==> src/rtl/pipeline_ctrl_if.sv <==
// Pipeline hazard-control bundle.
// The pipeline side (master) drives the hazard sources: ID/EX register
// indices, load/branch/mul-div flags, the mul/div done pulse and the MEM
// handshake. The controller side (slave) drives back the stage write enables,
// the bubble/flush controls, the mul/div start pulse, the sticky timeout flag
// and the stall-cycle counter.
interface pipeline_ctrl_if;
  logic [4:0]  id_rs1;
  logic [4:0]  id_rs2;
  logic [4:0]  ex_rd;
  logic        ex_mem_read;
  logic        ex_branch_taken;
  logic        ex_md_op;
  logic        md_done;
  logic        mem_req;
  logic        dmem_ready;

  logic        pc_write;
  logic        if_id_write;
  logic        id_ex_write;
  logic        ex_mem_write;
  logic        control_sel;
  logic        ex_bubble;
  logic        if_id_flush;
  logic        id_ex_flush;
  logic        md_start;
  logic        md_err;
  logic [31:0] stall_cycles;

  modport master (
    output id_rs1, id_rs2, ex_rd, ex_mem_read, ex_branch_taken, ex_md_op, md_done,
           mem_req, dmem_ready,
    input  pc_write, if_id_write, id_ex_write, ex_mem_write, control_sel, ex_bubble,
           if_id_flush, id_ex_flush, md_start, md_err, stall_cycles
  );

  modport slave (
    input  id_rs1, id_rs2, ex_rd, ex_mem_read, ex_branch_taken, ex_md_op, md_done,
           mem_req, dmem_ready,
    output pc_write, if_id_write, id_ex_write, ex_mem_write, control_sel, ex_bubble,
           if_id_flush, id_ex_flush, md_start, md_err, stall_cycles
  );
endinterface

==> src/rtl/pipeline_ctrl.sv <==
// Five-stage pipeline hazard controller.
// Resolves memory stalls, taken-branch flushes, multi-cycle mul/div issue and
// load-use hazards, in that priority, via stage write enables, bubbles and
// flushes. A mul/div wait aborts after MD_TIMEOUT cycles and sets a sticky
// md_err flag.
// Ports:
//   clk  - rising-edge clock
//   rst  - synchronous active-high reset
//   bus  - pipeline_ctrl_if.slave: hazard inputs in, pipeline controls out
// Configuration:
//   PIPELINE_CTRL_STALL_CNT_EN - when defined, bus.stall_cycles counts cycles
//   with pc_write=0 (wrapping); otherwise it is tied to zero.
module pipeline_ctrl #(
  parameter int unsigned MD_TIMEOUT = 64  // 2..127
) (
  input logic           clk,
  input logic           rst,
  pipeline_ctrl_if.slave bus
);

  localparam logic [6:0] LastCnt = 7'(MD_TIMEOUT - 1);

  typedef enum logic [1:0] {StRun, StMdWait, StMemWait} state_e;

  state_e     state_q, state_d;
  logic [6:0] cnt_q, cnt_d;
  logic       err_q, err_d;

  logic pc_write, if_id_write, id_ex_write, ex_mem_write;
  logic control_sel, ex_bubble, if_id_flush, id_ex_flush, md_start;
  logic mem_stall, load_use, run_eval;

  assign mem_stall = bus.mem_req && !bus.dmem_ready;
  // x0 is never a real dependency, so a load to x0 never stalls.
  assign load_use  = bus.ex_mem_read && (bus.ex_rd != 5'd0) &&
                     ((bus.ex_rd == bus.id_rs1) || (bus.ex_rd == bus.id_rs2));

  always_comb begin
    pc_write     = 1'b1;
    if_id_write  = 1'b1;
    id_ex_write  = 1'b1;
    ex_mem_write = 1'b1;
    control_sel  = 1'b0;
    ex_bubble    = 1'b0;
    if_id_flush  = 1'b0;
    id_ex_flush  = 1'b0;
    md_start     = 1'b0;
    state_d      = state_q;
    cnt_d        = cnt_q;
    err_d        = err_q;
    run_eval     = 1'b0;

    unique case (state_q)
      StRun: begin
        if (mem_stall) begin
          {pc_write, if_id_write, id_ex_write, ex_mem_write} = 4'b0000;
          state_d = StMemWait;
        end else begin
          run_eval = 1'b1;
        end
      end
      StMemWait: begin
        if (!bus.dmem_ready) begin
          {pc_write, if_id_write, id_ex_write, ex_mem_write} = 4'b0000;
        end else begin
          // Ready cycle behaves like RUN minus the memory condition.
          state_d  = StRun;
          run_eval = 1'b1;
        end
      end
      StMdWait: begin
        cnt_d = cnt_q + 7'd1;
        if (bus.md_done) begin
          // Completion wins over a coincident timeout.
          state_d = StRun;
        end else if (cnt_q == LastCnt) begin
          err_d   = 1'b1;
          state_d = StRun;
        end else begin
          {pc_write, if_id_write, id_ex_write} = 3'b000;
          ex_bubble = 1'b1;
        end
      end
      default: state_d = StRun;
    endcase

    if (run_eval) begin
      if (bus.ex_branch_taken) begin
        if_id_flush = 1'b1;
        id_ex_flush = 1'b1;
      end else if (bus.ex_md_op) begin
        md_start = 1'b1;
        {pc_write, if_id_write, id_ex_write} = 3'b000;
        ex_bubble = 1'b1;
        state_d   = StMdWait;
        cnt_d     = 7'd0;
      end else if (load_use) begin
        pc_write    = 1'b0;
        if_id_write = 1'b0;
        control_sel = 1'b1;
      end
    end

    if (rst) begin
      {pc_write, if_id_write, id_ex_write, ex_mem_write} = 4'b0000;
      control_sel = 1'b0;
      ex_bubble   = 1'b0;
      if_id_flush = 1'b0;
      id_ex_flush = 1'b0;
      md_start    = 1'b0;
    end
  end

  always_ff @(posedge clk) begin
    if (rst) begin
      state_q <= StRun;
      cnt_q   <= 7'd0;
      err_q   <= 1'b0;
    end else begin
      state_q <= state_d;
      cnt_q   <= cnt_d;
      err_q   <= err_d;
    end
  end

  assign bus.pc_write     = pc_write;
  assign bus.if_id_write  = if_id_write;
  assign bus.id_ex_write  = id_ex_write;
  assign bus.ex_mem_write = ex_mem_write;
  assign bus.control_sel  = control_sel;
  assign bus.ex_bubble    = ex_bubble;
  assign bus.if_id_flush  = if_id_flush;
  assign bus.id_ex_flush  = id_ex_flush;
  assign bus.md_start     = md_start;
  assign bus.md_err       = err_q;

`ifdef PIPELINE_CTRL_STALL_CNT_EN
  logic [31:0] stall_q;

  always_ff @(posedge clk) begin
    if (rst) begin
      stall_q <= 32'd0;
    end else if (!pc_write) begin
      stall_q <= stall_q + 32'd1;
    end
  end

  assign bus.stall_cycles = stall_q;
`else
  assign bus.stall_cycles = 32'd0;
`endif

endmodule

==> src/flat_wrapper.sv <==
// flat-port wrapper written by rule: the top's interface ports become plain ports
module pipeline_ctrl_flat 
#(
  parameter int unsigned MD_TIMEOUT = 64           
)
  (clk, rst, bus_id_rs1, bus_id_rs2, bus_ex_rd, bus_ex_mem_read, bus_ex_branch_taken, bus_ex_md_op, bus_md_done, bus_mem_req, bus_dmem_ready, bus_pc_write, bus_if_id_write, bus_id_ex_write, bus_ex_mem_write, bus_control_sel, bus_ex_bubble, bus_if_id_flush, bus_id_ex_flush, bus_md_start, bus_md_err, bus_stall_cycles);
  pipeline_ctrl_if bus_i ();
  input logic clk;
  input logic rst;
  input wire logic [$bits(bus_i.id_rs1)-1:0] bus_id_rs1;
  input wire logic [$bits(bus_i.id_rs2)-1:0] bus_id_rs2;
  input wire logic [$bits(bus_i.ex_rd)-1:0] bus_ex_rd;
  input wire logic [$bits(bus_i.ex_mem_read)-1:0] bus_ex_mem_read;
  input wire logic [$bits(bus_i.ex_branch_taken)-1:0] bus_ex_branch_taken;
  input wire logic [$bits(bus_i.ex_md_op)-1:0] bus_ex_md_op;
  input wire logic [$bits(bus_i.md_done)-1:0] bus_md_done;
  input wire logic [$bits(bus_i.mem_req)-1:0] bus_mem_req;
  input wire logic [$bits(bus_i.dmem_ready)-1:0] bus_dmem_ready;
  output wire logic [$bits(bus_i.pc_write)-1:0] bus_pc_write;
  output wire logic [$bits(bus_i.if_id_write)-1:0] bus_if_id_write;
  output wire logic [$bits(bus_i.id_ex_write)-1:0] bus_id_ex_write;
  output wire logic [$bits(bus_i.ex_mem_write)-1:0] bus_ex_mem_write;
  output wire logic [$bits(bus_i.control_sel)-1:0] bus_control_sel;
  output wire logic [$bits(bus_i.ex_bubble)-1:0] bus_ex_bubble;
  output wire logic [$bits(bus_i.if_id_flush)-1:0] bus_if_id_flush;
  output wire logic [$bits(bus_i.id_ex_flush)-1:0] bus_id_ex_flush;
  output wire logic [$bits(bus_i.md_start)-1:0] bus_md_start;
  output wire logic [$bits(bus_i.md_err)-1:0] bus_md_err;
  output wire logic [$bits(bus_i.stall_cycles)-1:0] bus_stall_cycles;
  assign bus_i.id_rs1 = bus_id_rs1;
  assign bus_i.id_rs2 = bus_id_rs2;
  assign bus_i.ex_rd = bus_ex_rd;
  assign bus_i.ex_mem_read = bus_ex_mem_read;
  assign bus_i.ex_branch_taken = bus_ex_branch_taken;
  assign bus_i.ex_md_op = bus_ex_md_op;
  assign bus_i.md_done = bus_md_done;
  assign bus_i.mem_req = bus_mem_req;
  assign bus_i.dmem_ready = bus_dmem_ready;
  assign bus_pc_write = bus_i.pc_write;
  assign bus_if_id_write = bus_i.if_id_write;
  assign bus_id_ex_write = bus_i.id_ex_write;
  assign bus_ex_mem_write = bus_i.ex_mem_write;
  assign bus_control_sel = bus_i.control_sel;
  assign bus_ex_bubble = bus_i.ex_bubble;
  assign bus_if_id_flush = bus_i.if_id_flush;
  assign bus_id_ex_flush = bus_i.id_ex_flush;
  assign bus_md_start = bus_i.md_start;
  assign bus_md_err = bus_i.md_err;
  assign bus_stall_cycles = bus_i.stall_cycles;
  pipeline_ctrl #(.MD_TIMEOUT(MD_TIMEOUT)) u_core (.clk(clk), .rst(rst), .bus(bus_i));
endmodule
==> config.mk <==
export PLATFORM = sky130hd
export DESIGN_NAME = pipeline_ctrl_flat
export DESIGN_NICKNAME = d
export VERILOG_FILES = /design/src/rtl/pipeline_ctrl_if.sv /design/src/rtl/pipeline_ctrl.sv /design/src/flat_wrapper.sv
export SDC_FILE = /design/constraint.sdc
export NUM_CORES = 1
export LEC_CHECK = 0
export CORE_ASPECT_RATIO = 1.5
export CORE_MARGIN = 5
export CORE_UTILIZATION = 25
export CTS_CLUSTER_SIZE = 24
export DETAILED_ROUTE_END_ITERATION = 12
export PLACE_DENSITY = 0.73
export SETUP_SLACK_MARGIN = 0.1
export SLEW_MARGIN = 0
export SYNTH_ARGS = -nofsm -noshare
export SYNTH_HDL_FRONTEND = slang
export SYNTH_SLANG_ARGS = --single-unit
==> constraint.sdc <==
create_clock -name clk -period 1.8 [get_ports clk]
set_input_delay 0.36 -clock clk [delete_from_list [all_inputs] [get_ports clk]]
set_output_delay 0.36 -clock clk [all_outputs]
set_load 0.005 [all_outputs]
==> metrics.txt <==
# TYPE chip_impl_metric gauge
chip_impl_info{name="status",value="complete, but fails checks"} 1
chip_impl_info{name="violations",value="setup timing"} 1
chip_impl_metric{name="seqPwrFrac",unit="%"} 34.7
chip_impl_metric{name="reg2regPathDepth",unit=""} 9
chip_impl_metric{name="grt_overflow",unit=""} 0
chip_impl_metric{name="dp_hpwl",unit="mm"} 1.892
chip_impl_metric{name="fp.dieW",unit="µm"} 58.71
chip_impl_metric{name="placeableCoreArea",unit="µm²"} 3416
chip_impl_metric{name="grt_start_max_net_pins",unit=""} 9
chip_impl_info{name="tritoncts",value="built"} 1
chip_impl_metric{name="yosysUniqueCellTypes",unit=""} 31
chip_impl_metric{name="postSynth.asyncResetShare",unit="%"} 0
chip_impl_metric{name="netlist_area",unit="µm²"} 889.6
chip_impl_info{name="clock_root_buffer_master",value="sky130_fd_sc_hd__clkbuf_8"} 1
chip_impl_metric{name="cts-root-to-sink-buffers",unit=""} 2
chip_impl_metric{name="grtUsageTotal",unit="%"} 10.09
chip_impl_metric{name="power_density",unit="nW/µm²"} 462.4
chip_impl_metric{name="share_of_yosys_cell_area_claimed_by_the_top_area_cell_type",unit="%"} 28.69
chip_impl_metric{name="clkLatencyLatePin",unit="ns"} 0.23
chip_impl_metric{name="detail_route.iter0.violations",unit=""} 21
chip_impl_metric{name="synth-edff-count",unit=""} 0
chip_impl_metric{name="synthesized_flop_and_latch_total",unit=""} 10
chip_impl_metric{name="number_of_sinks_on_the_clock_net",unit=""} 10
chip_impl_metric{name="design.die.area",unit="µm²"} 4876
chip_impl_metric{name="sequential_share_of_the_synthesized_area",unit="%"} 22.50
chip_impl_metric{name="timing.fmax",unit="GHz"} 0.5343
chip_impl_metric{name="wire_length_of_the_first_global_routing_pass",unit="mm"} 3.705
chip_impl_metric{name="finalCritPeriodShare",unit="%"} 104.0
chip_impl_metric{name="netSwitchingPower",unit="mW"} 0.1793
chip_impl_metric{name="post-route-min-period",unit="ns"} 1.872
chip_impl_info{name="synth_top_flop_cell",value="sky130_fd_sc_hd__dfxtp_1"} 1
chip_impl_metric{name="layoutNonFillerInstCount",unit=""} 210
chip_impl_metric{name="placement.io_buffers",unit=""} 32
chip_impl_metric{name="power.share.switching",unit="%"} 27.12
chip_impl_metric{name="share_clk_of_total_power",unit="%"} 34.2
chip_impl_metric{name="antenna_found_initial",unit=""} 0
chip_impl_metric{name="h-tree-depth",unit=""} 1
chip_impl_metric{name="rows",unit=""} 26
chip_impl_metric{name="slew_violations",unit=""} 0
chip_impl_info{name="crit_path_end",value="bus_pc_write"} 1
chip_impl_info{name="critPathKind",value="input pin to output pin"} 1
chip_impl_metric{name="post_synth_inst_count",unit=""} 109
chip_impl_info{name="timing.hold.worst.class",value="flip-flop to flip-flop"} 1
chip_impl_metric{name="setup-tns-final",unit="ns"} -0.1977
chip_impl_metric{name="routedWlPerCell",unit="µm"} 11.82
chip_impl_metric{name="cap_violations",unit=""} 0
chip_impl_info{name="yosysTopAreaCell",value="sky130_fd_sc_hd__buf_4"} 1
chip_impl_metric{name="die-height",unit="µm"} 83.06
chip_impl_metric{name="report.final.setup_viol",unit=""} 4
chip_impl_info{name="yosys-top-cells-area",value="sky130_fd_sc_hd__buf_4, sky130_fd_sc_hd__dfxtp_1, sky130_fd_sc_hd__xor2_1, sky130_fd_sc_hd__nor2_1, sky130_fd_sc_hd__a21oi_1"} 1
chip_impl_metric{name="pwr-share-comb",unit="%"} 31.0
chip_impl_metric{name="antenna_cells_inserted",unit=""} 0
chip_impl_metric{name="synthesis.yosys.warnings",unit=""} 0
chip_impl_metric{name="vias_per_cell",unit=""} 4.138
chip_impl_metric{name="total_leakage_power",unit="nW"} 0.6718
chip_impl_info{name="synth_most_common_cell",value="sky130_fd_sc_hd__buf_4"} 1
chip_impl_metric{name="drt_pass1_iterations",unit=""} 4
chip_impl_metric{name="skew",unit="ns"} 0.0009948
chip_impl_metric{name="antenna_left",unit=""} 0
chip_impl_metric{name="drt_wl_total",unit="mm"} 2.482
chip_impl_metric{name="detail_route.drc_violations",unit=""} 0
chip_impl_metric{name="cts.clk_slew.worst_paths",unit="ns"} 0.04
chip_impl_metric{name="start_util",unit="%"} 26.04
chip_impl_metric{name="cp_data_arrival_time",unit="ns"} 1.51
chip_impl_metric{name="ff2ff_setup_slack",unit="ns"} 0.35
chip_impl_metric{name="placement.cell_area",unit="µm²"} 1285
chip_impl_info{name="critical_path.reg2reg.startpoint",value="u_core.cnt_q[1]$_SDFF_PP0_"} 1
chip_impl_metric{name="layout_setup_ws",unit="ns"} -0.07161
chip_impl_metric{name="tritoncts.num_buffers",unit=""} 3
chip_impl_info{name="grt_setup_unrepaired",value="yes"} 1
chip_impl_metric{name="route.vias.total",unit=""} 869
chip_impl_info{name="crit_start",value="bus_ex_rd[4]"} 1
chip_impl_metric{name="hold-worst-slack",unit="ns"} 0.4867
chip_impl_metric{name="final_design_area_no_fill",unit="µm²"} 1430
chip_impl_metric{name="synthToLayoutAreaGrowth",unit="%"} 60.76
chip_impl_metric{name="cp_data_required_time",unit="ns"} 1.44
chip_impl_metric{name="final_net_count",unit=""} 194
chip_impl_info{name="ys_top_cells_by_count",value="sky130_fd_sc_hd__buf_4, sky130_fd_sc_hd__xor2_1, sky130_fd_sc_hd__nor2_1"} 1
chip_impl_metric{name="cp_max_fo",unit=""} 2
chip_impl_info{name="cp-end-kind",value="output pin"} 1
chip_impl_metric{name="place.gp.congestion",unit=""} 0.7473
chip_impl_metric{name="hold_violations",unit=""} 0
chip_impl_metric{name="layout-drive-gt1-share",unit="%"} 41.67
chip_impl_metric{name="floorplan.io_pins",unit=""} 65
chip_impl_metric{name="max-vdd-ir-drop",unit="mV"} 0.2555
chip_impl_info{name="worstReg2RegEnd",value="u_core.bus.md_err$_SDFFE_PP0P_"} 1
chip_impl_metric{name="numPlacedInstances",unit=""} 201
chip_impl_info{name="timing.critical_path.from_type",value="input pin"} 1
chip_impl_metric{name="synthesis.area_per_instance",unit="µm²"} 8.161
chip_impl_metric{name="power.internal",unit="mW"} 0.4819
chip_impl_metric{name="first_global_vias",unit=""} 913
[worst min-delay path by stage]
stage	start	end	cells after the start	slack, ns
finish	u_core.bus.md_err$_SDFFE_PP0P_	u_core.bus.md_err$_SDFFE_PP0P_	2	0.49
global route	u_core.bus.md_err$_SDFFE_PP0P_	u_core.bus.md_err$_SDFFE_PP0P_	2	0.52
CTS	u_core.bus.md_err$_SDFFE_PP0P_	u_core.bus.md_err$_SDFFE_PP0P_	2	0.50
detailed placement	u_core.bus.md_err$_SDFFE_PP0P_	u_core.bus.md_err$_SDFFE_PP0P_	2	0.49
global placement	u_core.bus.md_err$_SDFFE_PP0P_	u_core.bus.md_err$_SDFFE_PP0P_	2	0.46
floorplan	u_core.cnt_q[1]$_SDFF_PP0_	u_core.cnt_q[1]$_SDFF_PP0_	2	0.45
[stage by stage]
step	setup slack, ns	total power, mW	utilization [%]
finish	-0.07161	0.6612	41.87
global route	-0.1167	0.6946	41.87
CTS	-0.08783	0.6571	40.92
detailed placement	-0.9016	0.4213	37.62
global placement	-0.8167	0.4186	37.62
floorplan	0.1104	0.3578	-
[sequential cells by signal (all words and copies together), names as in the netlist]
| signal | flops |
|---|---|
| u_core.cnt_q | 7 |
| u_core.state_q | 2 |
| u_core.bus.md_err | 1 |
[final cells by class]
class / count / area (µm²)
repair buffers: 60 / 480.5
fillers: 355 / 1986
flip-flops and latches: 10 / 203.9
well taps: 42 / 52.55
clock buffers: 3 / 41.29
multi-input cells: 95 / 651.9
[worst max-delay path: stages]
cell                      delay, ns
sky130_fd_sc_hd__buf_8         0.10
sky130_fd_sc_hd__or4_4         0.52
sky130_fd_sc_hd__o21ai_2       0.14
sky130_fd_sc_hd__or3_4         0.15
sky130_fd_sc_hd__o21a_1        0.12
sky130_fd_sc_hd__buf_2         0.12
[power by group through the flow]
stage / clock network (mW) / logic [mW] / registers, mW
floorplan: 0 / 0.124 / 0.234
global placement: 0 / 0.186 / 0.232
detailed placement: 0 / 0.189 / 0.232
CTS: 0.234 / 0.194 / 0.230
global route: 0.243 / 0.222 / 0.230
finish: 0.226 / 0.205 / 0.230
[metal layers]
layer  vias up  part of all wire, %  GRT usage (%)
met5         -                    0              0
met4         0                  4.0          7.010
met3        10                   12          3.571
met2        59                   54          19.02
met1       383                   30          7.993
li1        417                    -              -
[timing repair]
item / CTS / global route
hold buffers: 0 / 0
pin swaps: 22 / 8
endpoints found under the setup margin: 9 / 7
resized for setup: 101 / 13
buffers inserted: 5 / 3
[kinds of logic (layout without fill, tap and decap cells)]
logic type | Yosys count | in the layout | share of synthesized area, %
AND/OR/NAND/NOR | 34 | 34 | 21.10
AO/OA/AOI/OAI | 13 | 13 | 10.69
flip-flops | 10 | 10 | 22.50
adder cells (fa/ha/maj) | 1 | 1 | 1.406
buffers and inverters | 35 | 63 | 29.11
XOR/XNOR | 15 | 15 | 14.77
other | 1 | 32 | 0.4215
[cells in the final DEF, fill, tap and decap left out, types with 2 or more instances in the layout]
cell                              Yosys  layout
sky130_fd_sc_hd__clkdlybuf4s50_1      0       3
sky130_fd_sc_hd__nand2b_4             1       2
sky130_fd_sc_hd__buf_4               34      23
sky130_fd_sc_hd__buf_2                0      11
sky130_fd_sc_hd__dlygate4sd2_1        0      10
sky130_fd_sc_hd__a21oi_1              5       4
sky130_fd_sc_hd__nor3_2               0       2
sky130_fd_sc_hd__nand2_1              5       5
sky130_fd_sc_hd__dfxtp_1             10       7
sky130_fd_sc_hd__clkbuf_2             0       2
sky130_fd_sc_hd__nor2_2               0       2
sky130_fd_sc_hd__xnor2_1              2       2
sky130_fd_sc_hd__nor3_1               4       2
sky130_fd_sc_hd__conb_1               1      32
sky130_fd_sc_hd__dfxtp_2              0       3
sky130_fd_sc_hd__buf_6                0       8
sky130_fd_sc_hd__xor2_1              13      12
sky130_fd_sc_hd__clkdlybuf4s15_1      0       2
sky130_fd_sc_hd__clkbuf_8             0       3
sky130_fd_sc_hd__nor2_1              11       9
Power figures use the tool's default switching activity.
